### src/rtl/alu_ctrl_pkg.sv
// Shared control definitions for the ALU sequencer: opcodes, FSM states,
// instruction classes and alu_sel bit positions.
package alu_ctrl_pkg;

    localparam logic [4:0] OP_ADD  = 5'b00000;
    localparam logic [4:0] OP_SUB  = 5'b00001;
    localparam logic [4:0] OP_AND  = 5'b00010;
    localparam logic [4:0] OP_OR   = 5'b00011;
    localparam logic [4:0] OP_ROR  = 5'b00100;
    localparam logic [4:0] OP_ROL  = 5'b00101;
    localparam logic [4:0] OP_SHR  = 5'b00110;
    localparam logic [4:0] OP_SHRA = 5'b00111;
    localparam logic [4:0] OP_SHL  = 5'b01000;
    localparam logic [4:0] OP_MUL  = 5'b01111;
    localparam logic [4:0] OP_DIV  = 5'b10000;
    localparam logic [4:0] OP_NEG  = 5'b10001;
    localparam logic [4:0] OP_NOT  = 5'b10010;

    // alu_sel is one-hot; these are its bit positions.
    localparam int ALU_ADD   = 0;
    localparam int ALU_SUB   = 1;
    localparam int ALU_AND   = 2;
    localparam int ALU_OR    = 3;
    localparam int ALU_SHR   = 4;
    localparam int ALU_SHRA  = 5;
    localparam int ALU_SHL   = 6;
    localparam int ALU_ROR   = 7;
    localparam int ALU_ROL   = 8;
    localparam int ALU_NEG   = 9;
    localparam int ALU_NOT   = 10;
    localparam int ALU_MUL   = 11;
    localparam int ALU_DIV   = 12;
    localparam int ALU_INCPC = 13;
    localparam int ALU_W     = 14;

    typedef enum logic [3:0] {
        S_IDLE, S_T0, S_T1, S_T2, S_T3, S_T4, S_T5, S_T6, S_DONE
    } state_t;

    typedef enum logic [1:0] {
        CLS_BINARY, CLS_UNARY, CLS_MULDIV, CLS_ILLEGAL
    } op_class_t;

    function automatic logic [15:0] reg_onehot(input logic [3:0] idx);
        return 16'd1 << idx;
    endfunction

endpackage

### src/rtl/alu_sequencer_if.sv
// Handshake and datapath-strobe bundle between the ALU sequencer (master)
// and the datapath it controls (slave).
interface alu_sequencer_if;
    logic        start;
    logic [31:0] ir;
    logic        busy;
    logic        done;
    logic        illegal;
    logic [15:0] Rin;
    logic [15:0] Rout;
    logic        PCout, PCin, IncPC, MARin, MDRin, MDRout, Read, IRin;
    logic        Yin, Zin, Zlowout, Zhighout, HIin, LOin;
    logic [13:0] alu_sel;

    modport master (
        input  start, ir,
        output busy, done, illegal, Rin, Rout, alu_sel,
        output PCout, PCin, IncPC, MARin, MDRin, MDRout, Read, IRin,
        output Yin, Zin, Zlowout, Zhighout, HIin, LOin
    );

    modport slave (
        output start, ir,
        input  busy, done, illegal, Rin, Rout, alu_sel,
        input  PCout, PCin, IncPC, MARin, MDRin, MDRout, Read, IRin,
        input  Yin, Zin, Zlowout, Zhighout, HIin, LOin
    );
endinterface

### src/rtl/ir_decoder.sv
// Combinational IR decode: instruction class, one-hot ALU operation and
// one-hot register selects for the Ra/Rb/Rc fields.
module ir_decoder
    import alu_ctrl_pkg::*;
(
    input  logic [31:0]      ir,
    output op_class_t        op_class,
    output logic [ALU_W-1:0] alu_onehot,
    output logic [15:0]      ra_sel,
    output logic [15:0]      rb_sel,
    output logic [15:0]      rc_sel
);

    // NOTE: defaults first so every path assigns every output; no latch.
    always_comb begin
        op_class   = CLS_ILLEGAL;
        alu_onehot = '0;
        case (ir[31:27])
            OP_ADD:  begin op_class = CLS_BINARY; alu_onehot[ALU_ADD]  = 1'b1; end
            OP_SUB:  begin op_class = CLS_BINARY; alu_onehot[ALU_SUB]  = 1'b1; end
            OP_AND:  begin op_class = CLS_BINARY; alu_onehot[ALU_AND]  = 1'b1; end
            OP_OR:   begin op_class = CLS_BINARY; alu_onehot[ALU_OR]   = 1'b1; end
            OP_ROR:  begin op_class = CLS_BINARY; alu_onehot[ALU_ROR]  = 1'b1; end
            OP_ROL:  begin op_class = CLS_BINARY; alu_onehot[ALU_ROL]  = 1'b1; end
            OP_SHR:  begin op_class = CLS_BINARY; alu_onehot[ALU_SHR]  = 1'b1; end
            OP_SHRA: begin op_class = CLS_BINARY; alu_onehot[ALU_SHRA] = 1'b1; end
            OP_SHL:  begin op_class = CLS_BINARY; alu_onehot[ALU_SHL]  = 1'b1; end
            OP_NEG:  begin op_class = CLS_UNARY;  alu_onehot[ALU_NEG]  = 1'b1; end
            OP_NOT:  begin op_class = CLS_UNARY;  alu_onehot[ALU_NOT]  = 1'b1; end
            OP_MUL:  begin op_class = CLS_MULDIV; alu_onehot[ALU_MUL]  = 1'b1; end
            OP_DIV:  begin op_class = CLS_MULDIV; alu_onehot[ALU_DIV]  = 1'b1; end
            default: begin op_class = CLS_ILLEGAL; alu_onehot = '0; end
        endcase
    end

    assign ra_sel = reg_onehot(ir[26:23]);
    assign rb_sel = reg_onehot(ir[22:19]);
    assign rc_sel = reg_onehot(ir[18:15]);

endmodule

### src/rtl/alu_sequencer.sv
// Fetch/execute control sequencer: walks IDLE, T0..T6, DONE and drives the
// datapath strobes for one instruction per start request.
module alu_sequencer
    import alu_ctrl_pkg::*;
(
    input  logic            clock,
    input  logic            clear,
    alu_sequencer_if.master bus
);

    state_t           state;
    op_class_t        op_class;
    logic [ALU_W-1:0] alu_onehot;
    logic [15:0]      ra_sel, rb_sel, rc_sel;

    ir_decoder u_dec (
        .ir         (bus.ir),
        .op_class   (op_class),
        .alu_onehot (alu_onehot),
        .ra_sel     (ra_sel),
        .rb_sel     (rb_sel),
        .rc_sel     (rc_sel)
    );

    // NOTE: state is sequential, so it is updated with <= only.
    always_ff @(posedge clock) begin
        if (clear) begin
            state <= S_IDLE;
        end else begin
            case (state)
                S_IDLE:  if (bus.start) state <= S_T0;
                S_T0:    state <= S_T1;
                S_T1:    state <= S_T2;
                S_T2:    state <= S_T3;
                S_T3:    state <= (op_class == CLS_ILLEGAL) ? S_DONE : S_T4;
                S_T4:    state <= (op_class == CLS_UNARY)   ? S_DONE : S_T5;
                S_T5:    state <= (op_class == CLS_BINARY)  ? S_DONE : S_T6;
                S_T6:    state <= S_DONE;
                S_DONE:  state <= S_IDLE;
                default: state <= S_IDLE;
            endcase
        end
    end

    // Outputs decode straight from state and ir so strobes line up with the
    // state they belong to, with no extra cycle of delay.
    always_comb begin
        bus.busy     = (state != S_IDLE) && (state != S_DONE);
        bus.done     = (state == S_DONE);
        bus.illegal  = (state == S_DONE) && (op_class == CLS_ILLEGAL);
        bus.Rin      = '0;
        bus.Rout     = '0;
        bus.alu_sel  = '0;
        bus.PCout    = 1'b0;
        bus.PCin     = 1'b0;
        bus.IncPC    = 1'b0;
        bus.MARin    = 1'b0;
        bus.MDRin    = 1'b0;
        bus.MDRout   = 1'b0;
        bus.Read     = 1'b0;
        bus.IRin     = 1'b0;
        bus.Yin      = 1'b0;
        bus.Zin      = 1'b0;
        bus.Zlowout  = 1'b0;
        bus.Zhighout = 1'b0;
        bus.HIin     = 1'b0;
        bus.LOin     = 1'b0;
        case (state)
            S_T0: begin
                bus.PCout = 1'b1; bus.MARin = 1'b1; bus.IncPC = 1'b1; bus.Zin = 1'b1;
                bus.alu_sel[ALU_INCPC] = 1'b1;
            end
            S_T1: begin
                bus.Zlowout = 1'b1; bus.PCin = 1'b1; bus.Read = 1'b1; bus.MDRin = 1'b1;
            end
            S_T2: begin
                bus.MDRout = 1'b1; bus.IRin = 1'b1;
            end
            S_T3: begin
                case (op_class)
                    CLS_BINARY: begin bus.Rout = rb_sel; bus.Yin = 1'b1; end
                    CLS_MULDIV: begin bus.Rout = ra_sel; bus.Yin = 1'b1; end
                    CLS_UNARY:  begin bus.Rout = rb_sel; bus.alu_sel = alu_onehot; bus.Zin = 1'b1; end
                    default:    ;
                endcase
            end
            S_T4: begin
                case (op_class)
                    CLS_BINARY: begin bus.Rout = rc_sel; bus.alu_sel = alu_onehot; bus.Zin = 1'b1; end
                    CLS_MULDIV: begin bus.Rout = rb_sel; bus.alu_sel = alu_onehot; bus.Zin = 1'b1; end
                    CLS_UNARY:  begin bus.Zlowout = 1'b1; bus.Rin = ra_sel; end
                    default:    ;
                endcase
            end
            S_T5: begin
                bus.Zlowout = 1'b1;
                if (op_class == CLS_MULDIV) bus.LOin = 1'b1;
                else                        bus.Rin  = ra_sel;
            end
            S_T6: begin
                bus.Zhighout = 1'b1; bus.HIin = 1'b1;
            end
            default: ;
        endcase
    end

endmodule

### src/flat_wrapper.sv
// flat-port wrapper written by rule: the top's interface ports become plain ports
module alu_sequencer_flat import alu_ctrl_pkg::*;
  (clock, clear, bus_start, bus_ir, bus_busy, bus_done, bus_illegal, bus_Rin, bus_Rout, bus_alu_sel, bus_PCout, bus_PCin, bus_IncPC, bus_MARin, bus_MDRin, bus_MDRout, bus_Read, bus_IRin, bus_Yin, bus_Zin, bus_Zlowout, bus_Zhighout, bus_HIin, bus_LOin);
  alu_sequencer_if bus_i ();
  input  logic clock;
  input  logic clear;
  input wire logic [$bits(bus_i.start)-1:0] bus_start;
  input wire logic [$bits(bus_i.ir)-1:0] bus_ir;
  output wire logic [$bits(bus_i.busy)-1:0] bus_busy;
  output wire logic [$bits(bus_i.done)-1:0] bus_done;
  output wire logic [$bits(bus_i.illegal)-1:0] bus_illegal;
  output wire logic [$bits(bus_i.Rin)-1:0] bus_Rin;
  output wire logic [$bits(bus_i.Rout)-1:0] bus_Rout;
  output wire logic [$bits(bus_i.alu_sel)-1:0] bus_alu_sel;
  output wire logic [$bits(bus_i.PCout)-1:0] bus_PCout;
  output wire logic [$bits(bus_i.PCin)-1:0] bus_PCin;
  output wire logic [$bits(bus_i.IncPC)-1:0] bus_IncPC;
  output wire logic [$bits(bus_i.MARin)-1:0] bus_MARin;
  output wire logic [$bits(bus_i.MDRin)-1:0] bus_MDRin;
  output wire logic [$bits(bus_i.MDRout)-1:0] bus_MDRout;
  output wire logic [$bits(bus_i.Read)-1:0] bus_Read;
  output wire logic [$bits(bus_i.IRin)-1:0] bus_IRin;
  output wire logic [$bits(bus_i.Yin)-1:0] bus_Yin;
  output wire logic [$bits(bus_i.Zin)-1:0] bus_Zin;
  output wire logic [$bits(bus_i.Zlowout)-1:0] bus_Zlowout;
  output wire logic [$bits(bus_i.Zhighout)-1:0] bus_Zhighout;
  output wire logic [$bits(bus_i.HIin)-1:0] bus_HIin;
  output wire logic [$bits(bus_i.LOin)-1:0] bus_LOin;
  assign bus_i.start = bus_start;
  assign bus_i.ir = bus_ir;
  assign bus_busy = bus_i.busy;
  assign bus_done = bus_i.done;
  assign bus_illegal = bus_i.illegal;
  assign bus_Rin = bus_i.Rin;
  assign bus_Rout = bus_i.Rout;
  assign bus_alu_sel = bus_i.alu_sel;
  assign bus_PCout = bus_i.PCout;
  assign bus_PCin = bus_i.PCin;
  assign bus_IncPC = bus_i.IncPC;
  assign bus_MARin = bus_i.MARin;
  assign bus_MDRin = bus_i.MDRin;
  assign bus_MDRout = bus_i.MDRout;
  assign bus_Read = bus_i.Read;
  assign bus_IRin = bus_i.IRin;
  assign bus_Yin = bus_i.Yin;
  assign bus_Zin = bus_i.Zin;
  assign bus_Zlowout = bus_i.Zlowout;
  assign bus_Zhighout = bus_i.Zhighout;
  assign bus_HIin = bus_i.HIin;
  assign bus_LOin = bus_i.LOin;
  alu_sequencer u_core (.clock(clock), .clear(clear), .bus(bus_i));
endmodule
### config.mk
export PLATFORM = sky130hd
export DESIGN_NAME = alu_sequencer_flat
export DESIGN_NICKNAME = d
export VERILOG_FILES = /design/src/rtl/alu_ctrl_pkg.sv /design/src/rtl/alu_sequencer_if.sv /design/src/rtl/ir_decoder.sv /design/src/rtl/alu_sequencer.sv /design/src/flat_wrapper.sv
export SDC_FILE = /design/constraint.sdc
export NUM_CORES = 1
export LEC_CHECK = 0
export CORE_ASPECT_RATIO = 0.75
export CORE_MARGIN = 8
export CORE_UTILIZATION = 35
export DETAILED_ROUTE_END_ITERATION = 6
export GPL_ROUTABILITY_DRIVEN = 0
export GPL_TIMING_DRIVEN = 0
export MAX_ROUTING_LAYER = met4
export PLACE_DENSITY = 0.73
export SLEW_MARGIN = 20
export SYNTH_ARGS = -nofsm -noshare
export SYNTH_HDL_FRONTEND = slang
export SYNTH_SLANG_ARGS = --single-unit
### constraint.sdc
create_clock -name clock -period 4.4 [get_ports clock]
set_input_delay 0.44 -clock clock [delete_from_list [all_inputs] [get_ports clock]]
set_output_delay 0.44 -clock clock [all_outputs]
set_load 0.01 [all_outputs]
# Word level (Yosys, flattened, before mapping)
# Index checks and enable logic that the tools add are counted.
[word_totals]
ff_bits = 4
elab_cells = 81
[classes]
n_eq_ne = 25
shifts = 3
mux = 40
reduce_logical = 12
[op_table]
columns = ["cell", "n"]
rows = [
  ["$pmux 16 s2", 4],
  ["$shl 1x4->16 const A", 3],
  ["$mux 16", 2],
  ["$pmux 4 s8", 1],
  ["$mux 13", 2],
  ["$pmux 13 s2", 1],
  ["$mux 1", 22],
  ["$eq 5x3->1 const B", 4],
  ["$eq 4x3->1 const B", 4],
  ["$mux 4", 4],
  ["$eq 5x5->1 const B", 3],
  ["$eq 5x2->1 const B", 2],
  ["$eq 5x4->1 const B", 2],
  ["$reduce_or 2->1", 5],
  ["$reduce_or 9->1", 1],
  ["$eq 4x2->1 const B", 2],
  ["$pmux 1 s3", 2],
  ["$pmux 2 s3", 1],
  ["$eq 5x1->1 const B", 1],
  ["$logic_not 5->1", 1],
  ["$eq 2x2->1 const B", 2],
  ["$eq 4x1->1 const B", 1],
  ["$eq 4x4->1 const B", 1],
  ["$logic_not 4->1", 1],
  ["other kinds (7)", 8],
]

# Logic depth before layout (Yosys ltp)
# Gate-level depths: netlist (run 1).
[depth]
ltp_word = 7
depth_mapped = 7
mapped_depth_nobuf = 4

# Modules after synthesis
# From an unflattened synthesis (run 1), not the netlist that was laid out.
[hier_totals]
cells_unflattened = 234
area_unflattened_um2 = 1554.0
[modules_own_cells]
columns = ["mod", "instances", "cells_each", "area_each_um2"]
rows = [
  ["alu_sequencer", 1, 135, 1024.7],
  ["ir_decoder", 1, 99, 529.3],
]

# Least setup slack after synthesis (run 1)
# No wires, ideal clock.
[synth_timing]
path_type = "input -> output"
startpoint = "input port bus_ir[29]"
endpoint = "output port bus_Rin[10]"
arrival_ns = 1.793
required_time_ns = 3.960
path_slack_ns = 2.167
stages = 6
cell_sequence = "buf_4 or3b_4 a21oi_4 a2bb2oi_4 buf_6 nor4_2"
[synth_between]
elab_chain_cells = 6
elab_cells_between_ends = 22
classes_between = "14 x eq/ne; 4 x mux; 4 x reduce/logical"
[synth_lines]
columns = ["element", "line_no", "text"]
rows = [
  ["start, declared", "flat_wrapper.sv:8", "input wire logic [$bits(bus_i.ir)-1:0] bus_ir;"],
  ["$eq 5x3->1, or another cell as far along", "ir_decoder.sv:18", "case (ir[31:27])"],
  ["$reduce_or 9->1 (no source line) or $reduce_or 2->1 (tied branches)", "n/a", ""],
  ["$pmux 2 s3 *", "ir_decoder.sv:18", ""],
  ["$eq 2x2->1 or $eq 2x1->1 (tied branches)", "alu_sequencer.sv:97, alu_sequencer.sv:88", ""],
  ["$mux 16 (on tied branches)", "alu_sequencer.sv:97, alu_sequencer.sv:88", ""],
  ["$pmux 16 s2 *", "alu_sequencer.sv:68", "case (state)"],
  ["end, declared", "flat_wrapper.sv:12", "output wire logic [$bits(bus_i.Rin)-1:0] bus_Rin;"],
]
# Every way passes the cells marked *; elsewhere a longest branch is shown, timed or not.

# Worst setup path in the final report (run 1)
[layout_timing]
startpoint = "input port bus_ir[30]"
endpoint = "output port bus_Rout[2]"
[layout_between]
elab_chain_cells = 7
elab_cells_between_ends = 24
classes_between = "14 x eq/ne; 4 x mux; 6 x reduce/logical"
[layout_lines]
columns = ["element", "line_no", "text"]
rows = [
  ["$eq 5x3->1, or another cell as far along", "ir_decoder.sv:18", ""],
  ["$reduce_or 9->1 (no source line) or $reduce_or 2->1 (tied branches)", "n/a", ""],
  ["$pmux 2 s3 *", "ir_decoder.sv:18", ""],
  ["$eq 2x1->1 or $logic_not 2->1 (tied branches)", "alu_sequencer.sv:80, alu_sequencer.sv:88", ""],
  ["$reduce_or 2->1 (no source line)", "n/a", ""],
  ["$pmux 16 s2", "alu_sequencer.sv:80", "case (op_class)"],
  ["$pmux 16 s2 *", "alu_sequencer.sv:68", ""],
  ["end, declared", "flat_wrapper.sv:13", "output wire logic [$bits(bus_i.Rout)-1:0] bus_Rout;"],
]
# Marked as above.

==> results of run 1 <==
[power breakdown]
part | internal, mW | switching (mW)
logic | 0.0735 | 0.0957
clock network | 0.0584 | 0.0195
registers | 0.0387 | 0.00303
total | 0.171 | 0.118
[cell usage after synthesis, types with 2 or more instances]
master,count
nand2b_1,14
nand2_1,12
buf_6,3
a22oi_1,28
a2111oi_2,2
dfxtp_1,4
buf_1,7
nand3_1,4
or2_2,2
nor3_1,15
a21o_1,2
o22ai_1,16
nor4_1,10
a21oi_1,7
buf_2,6
o21a_1,2
nor2_1,46
and3b_1,2
a21oi_4,2
buf_4,12
inv_1,2
nor4_2,10
or3b_2,2
clkbuf_1,3
nor4b_1,2
nor3b_1,4
[worst register-to-register path, stage by stage (launching register included)]
cell      delay [ns]
dfxtp_1         0.36
clkbuf_1        0.35
nand2b_1        0.26
or3b_2          0.50
a31oi_1         0.16
[kinds of logic (layout without fill, tap and decap cells)]
logic type,after synthesis,in the layout
xor+xnor,1,1
compound gates,73,73
simple gates,130,130
buf+inv,33,114
flops,4,4
[layout make-up]
cell class | count | share of cell area, %
Buffer | 31 | 7.548
Clock buffer | 3 | 1.628
Inverter | 2 | 0.2960
Multi-Input combinational cell | 204 | 53.77
Sequential cell | 4 | 3.157
Tap cell | 57 | 2.812
Timing Repair Buffer | 78 | 30.78
[stage by stage]
step	cell area [µm²]	setup slack [ns]	utilization, %	hold WS [ns]
after floorplan	1643	2.167	-	0.5146
after global placement	2495	1.111	55.53	0.5740
after detailed placement	2495	1.005	55.53	0.5881
after CTS	2536	1.005	56.45	0.5968
after global routing	2536	0.8060	56.45	0.6403
final	2536	1.016	56.45	0.5974
[metal layers]
| layer | vias to the layer above | part of all wire, % |
|---|---|---|
| met4 | 0 | 1.5 |
| met3 | 14 | 12 |
| met1 | 1018 | 47 |
| met2 | 156 | 40 |
| met5 | - | 0 |
| li1 | 1076 | - |
[final timing paths]
path	startpoint	endpoint	slack (ns)	depth (start not counted)
setup reg to reg	u_core.state[1]$_SDFFE_PP0P_	u_core.state[2]$_SDFFE_PP0P_	2.70	4
hold / removal	u_core.state[0]$_SDFFE_PP0P_	u_core.state[0]$_SDFFE_PP0P_	0.60	1
hold reg to reg	u_core.state[0]$_SDFFE_PP0P_	u_core.state[0]$_SDFFE_PP0P_	0.60	1
setup / recovery	bus_ir[30]	bus_Rout[2]	1.02	7
==> results.json, run 1 <==
{
  "run_status": "complete, no violations",
  "synthSimpleGateAreaFrac_pct": 45.01,
  "hold_class": "reg2reg",
  "ys.warnings.count": 0,
  "async_flop_share_pct": 0,
  "power.density_nw_per_um2": 113.9,
  "ioPinCount": 98,
  "required_ns": 3.96,
  "ctsHoldBuffers": 0,
  "ys_seq_area_share_pct": 4.874,
  "grtUsageMet1_pct": 26.29,
  "drcViolationCount": 0,
  "drt_iter0_markers": 330,
  "grt_pass1_wl_um": 10600,
  "setup_viol": 0,
  "wl_um": 6680,
  "antenna_cells": 0,
  "clock-sinks": 4,
  "initial_core_util_pct": 36.56,
  "synth_xor_area_share_pct": 0.5331,
  "path_clk_slew_ns": 0.03,
  "synth_top_family_by_area": "simple AND/OR/NAND/NOR gates",
  "antenna_left": 0,
  "wl_per_cell_um": 17.63,
  "multi_input_area_um2": 1364,
  "cp-start-kind": "input pin",
  "area_growth_pct": 54.38,
  "synthCells": 241,
  "largest_register_ffs": 4,
  "cp_max_fo": 10,
  "drive_gt1_share_pct": 16.15,
  "p_leak_nw": 0.7234,
  "fmax_mhz": 295.5,
  "slew_headroom_pct": 46.70,
  "crit_type": "in2out",
  "final_common_cell": "clkdlybuf4s50_1",
  "place_inst": 376,
  "die_w_um": 95.11,
  "portBuffers": 78,
  "htreeDepth": 1,
  "fin_skew_ns": 0.003004,
  "critPathCaptureType": "output port",
  "reg.largest.list": "u_core.state: 4 flops",
  "stdcell_count": 379,
  "worst_pin_slew_ns": 0.7935,
  "grt_max_degree": 11,
  "synth_edf_count": 0,
  "grt_use_total_pct": 18.76,
  "post_cts_resized": 0,
  "dieArea_um2": 7165,
  "period_share_pct": 76.91,
  "dr.pass1.iters": 5,
  "rows": 21,
  "vdd_drop_max_mv": 0.07253,
  "grt_pass1_vias": 2131,
  "path_common_cell": "clkdlybuf4s50_1",
  "max_stage_delay_ns": 0.64,
  "synth_area_leaders": "a22oi_1 (13%), nor2_1 (11%), nor4_2 (7.6%)",
  "die-height_um": 75.33,
  "vias_per_cell": 5.974,
  "synth_top_cell_by_area": "a22oi_1",
  "vias": 2264,
  "synthMuxAreaShare_pct": 0,
  "core-area_um2": 4493,
  "antenna_found_initial": 0,
  "netlist.area_leader.share_pct": 12.80,
  "crit_chain": "clkdlybuf4s50_1 > buf_4 > o31a_1 > nor3_1 > a22oi_1 > o22ai_1 > clkdlybuf4s50_1",
  "netlist_area_um2": 1643,
  "final_cell_mix": "clkdlybuf4s50_1 (78), nor2_1 (46), a22oi_1 (28), o22ai_1 (16), nor3_1 (15)",
  "critical_path.slowest_cell": "nor3_1",
  "cp.buffers_inverters": 3,
  "synth.distinct_cells": 48,
  "synthFlopType": "dfxtp_1",
  "synth-compound-area-share_pct": 37.47,
  "use_met3_pct": 3.346,
  "clk_latency_ns": 0.22,
  "period_needed_ns": 3.384,
  "regArea_um2": 80.08,
  "fillCellCount": 448,
  "tns_ns": 0,
  "hold_viol": 0,
  "cts_buffers": 3,
  "maxCapViolCount": 0,
  "grt_overflow": 0,
  "final_net_count": 359,
  "root_buffer": "clkbuf_8",
  "postSynthAreaPerCell_um2": 6.817,
  "dp_hpwl_um": 5198,
  "cts_tree": "done",
  "largest-register": "u_core.state",
  "rsz0062_at_grt": "false",
  "slew_violations": 0,
  "syn_nets": 276,
  "synth_seq_cells": 4,
  "power.total_mw": 0.2887,
  "grt.met2_usage_pct": 26.43,
  "post_cts_buffers": 0,
  "cts_buffer_depth": 2,
  "yosys.area_share.adder_pct": 0,
  "critical-path-top-delay-family": "buffers and inverters",
  "cp_data_arrival_time_ns": 2.94,
  "top_usage_layer": "met2"
}
Power figures use the tool's default switching activity.
==> run 2, diff against run 1 <==
==> constraint.sdc (replaced) <==
create_clock -name clock -period 3.4 [get_ports clock]
set_input_delay 0.34 -clock clock [delete_from_list [all_inputs] [get_ports clock]]
set_output_delay 0.34 -clock clock [all_outputs]
set_load 0.01 [all_outputs]
==> run 2 against run 1 <==
- setup slack lost 0.80 ns
- global-route usage grew 0.064 points
- total power grew 30%
- flip-flop and latch count is the same
- largest power group unchanged
==> results.json, run 2 (same netlist as run 1, synthesis figures left out) <==
{
  "run_status": "complete, no violations",
  "core-area_um2": 4493,
  "hold_viol": 0,
  "wl_um": 6714,
  "crit_type": "in2out",
  "path_common_cell": "clkdlybuf4s50_1",
  "rows": 21,
  "period_needed_ns": 3.184,
  "maxCapViolCount": 0,
  "initial_core_util_pct": 36.56,
  "final_core_utilization_pct": 56.45,
  "clock-sinks": 4,
  "final_net_count": 359,
  "antenna_left": 0,
  "wl_per_cell_um": 17.72,
  "period_share_pct": 93.63,
  "vdd_drop_max_mv": 0.09387,
  "dp_hpwl_um": 5198,
  "critical-path-top-delay-family": "buffers and inverters",
  "setup_viol": 0,
  "antenna_cells": 0,
  "critPathCaptureType": "output port",
  "final_cell_mix": "clkdlybuf4s50_1 (78), nor2_1 (46), a22oi_1 (28), o22ai_1 (16), nor3_1 (15)",
  "root_buffer": "clkbuf_8",
  "vias_per_cell": 5.979,
  "cp.buffers_inverters": 3,
  "cp.depth": 7,
  "hold_path_depth": 1,
  "required_ns": 3.06,
  "power.density_nw_per_um2": 147.8,
  "die-height_um": 75.33,
  "fmax_mhz": 314.1,
  "clk_latency_ns": 0.22,
  "reg.largest.list": "u_core.state: 4 flops",
  "dp_slack_ns": 0.2045,
  "fillCellCount": 448,
  "p_leak_nw": 0.7234,
  "max_stage_delay_ns": 0.65,
  "dr.pass1.iters": 5,
  "post_cts_buffers": 0,
  "ioPinCount": 98,
  "die_w_um": 95.11,
  "cts_tree": "done",
  "grt_use_total_pct": 18.82,
  "crit_chain": "clkdlybuf4s50_1 > buf_4 > o31a_1 > nor3_1 > a22oi_1 > o22ai_1 > clkdlybuf4s50_1",
  "htreeDepth": 1,
  "post_cts_resized": 0,
  "slew_headroom_pct": 46.57,
  "ctsHoldBuffers": 0,
  "drt_iter0_markers": 335,
  "hold_class": "reg2reg",
  "worst_pin_slew_ns": 0.7953,
  "cts_buffers": 3,
  "tns_ns": 0,
  "vias": 2266,
  "fin_skew_ns": 0.002263,
  "setup_ws_ns": 0.2164,
  "critical_path.slowest_cell": "nor3_1",
  "drive_gt1_share_pct": 16.15,
  "largest-register": "u_core.state",
  "dieArea_um2": 7165,
  "grt_pass1_wl_um": 10610,
  "largest_register_ffs": 4,
  "area_growth_pct": 54.38,
  "cp_max_fo": 10,
  "path_clk_slew_ns": 0.03,
  "final_common_cell": "clkdlybuf4s50_1",
  "slew_violations": 0,
  "antenna_found_initial": 0,
  "reg2reg_depth": 4,
  "grt_max_degree": 11,
  "cts_buffer_depth": 2,
  "portBuffers": 78,
  "drcViolationCount": 0,
  "cp_data_arrival_time_ns": 2.84,
  "grt_overflow": 0,
  "rsz0062_at_grt": "false",
  "cp-start-kind": "input pin",
  "grt_pass1_vias": 2134
}
## run 2: worst paths after layout
check	slack, ns	from	to
worst max-delay path	0.22	bus_ir[30]	bus_Rout[2]
worst min-delay path	0.60	u_core.state[0]$_SDFFE_PP0P_	u_core.state[0]$_SDFFE_PP0P_
worst max register to register	1.70	u_core.state[1]$_SDFFE_PP0P_	u_core.state[2]$_SDFFE_PP0P_
worst min register to register	0.60	u_core.state[0]$_SDFFE_PP0P_	u_core.state[0]$_SDFFE_PP0P_
## run 2: stage by stage
stage / total power, mW / hold WS [ns] / instances / instance area [µm²]
6_report: 0.3750 / 0.5974 / 379 / 2536
3_5_place_dp: 0.2704 / 0.5881 / 376 / 2495
4_1_cts: 0.3727 / 0.5968 / 379 / 2536
2_1_floorplan: 0.1871 / 0.5146 / 241 / 1643
3_3_place_gp: 0.2667 / 0.5740 / 376 / 2495
5_1_grt: 0.3959 / 0.6403 / 379 / 2536
## run 2: per-layer routing
metal	share of wire, %	track usage (%)	vias up
met5	0	-	-
met4	1.3	5.517	0
met3	12	3.642	12
met2	40	26.43	159
met1	46	26.29	1019
li1	-	-	1076
## run 2: area by class of cell
type                            instances  area [µm²]  share of cell area (%)
Multi-Input combinational cell        204        1364                   53.77
Timing Repair Buffer                   78       780.7                   30.78
Buffer                                 31       191.4                   7.548
Sequential cell                         4       80.08                   3.157
Tap cell                               57       71.32                   2.812
Clock buffer                            3       41.29                   1.628
Inverter                                2       7.507                  0.2960
## run 2: power by group
part,internal [mW],total [mW],switching (mW)
combinational,0.0951,0.219,0.124
clock,0.0756,0.102,0.0262
sequential,0.0500,0.0540,0.00393
==> run 3, diff against run 2 <==
--- a/config.mk
+++ b/config.mk
@@ -8,6 +8,7 @@
 export CORE_ASPECT_RATIO = 0.75
 export CORE_MARGIN = 8
 export CORE_UTILIZATION = 35
+export CTS_CLUSTER_DIAMETER = 200
 export DETAILED_ROUTE_END_ITERATION = 6
 export GPL_ROUTABILITY_DRIVEN = 0
 export GPL_TIMING_DRIVEN = 0
==> results of run 3 <==
Same layout as run 2: the final DEF is identical, and so are final timing and power.
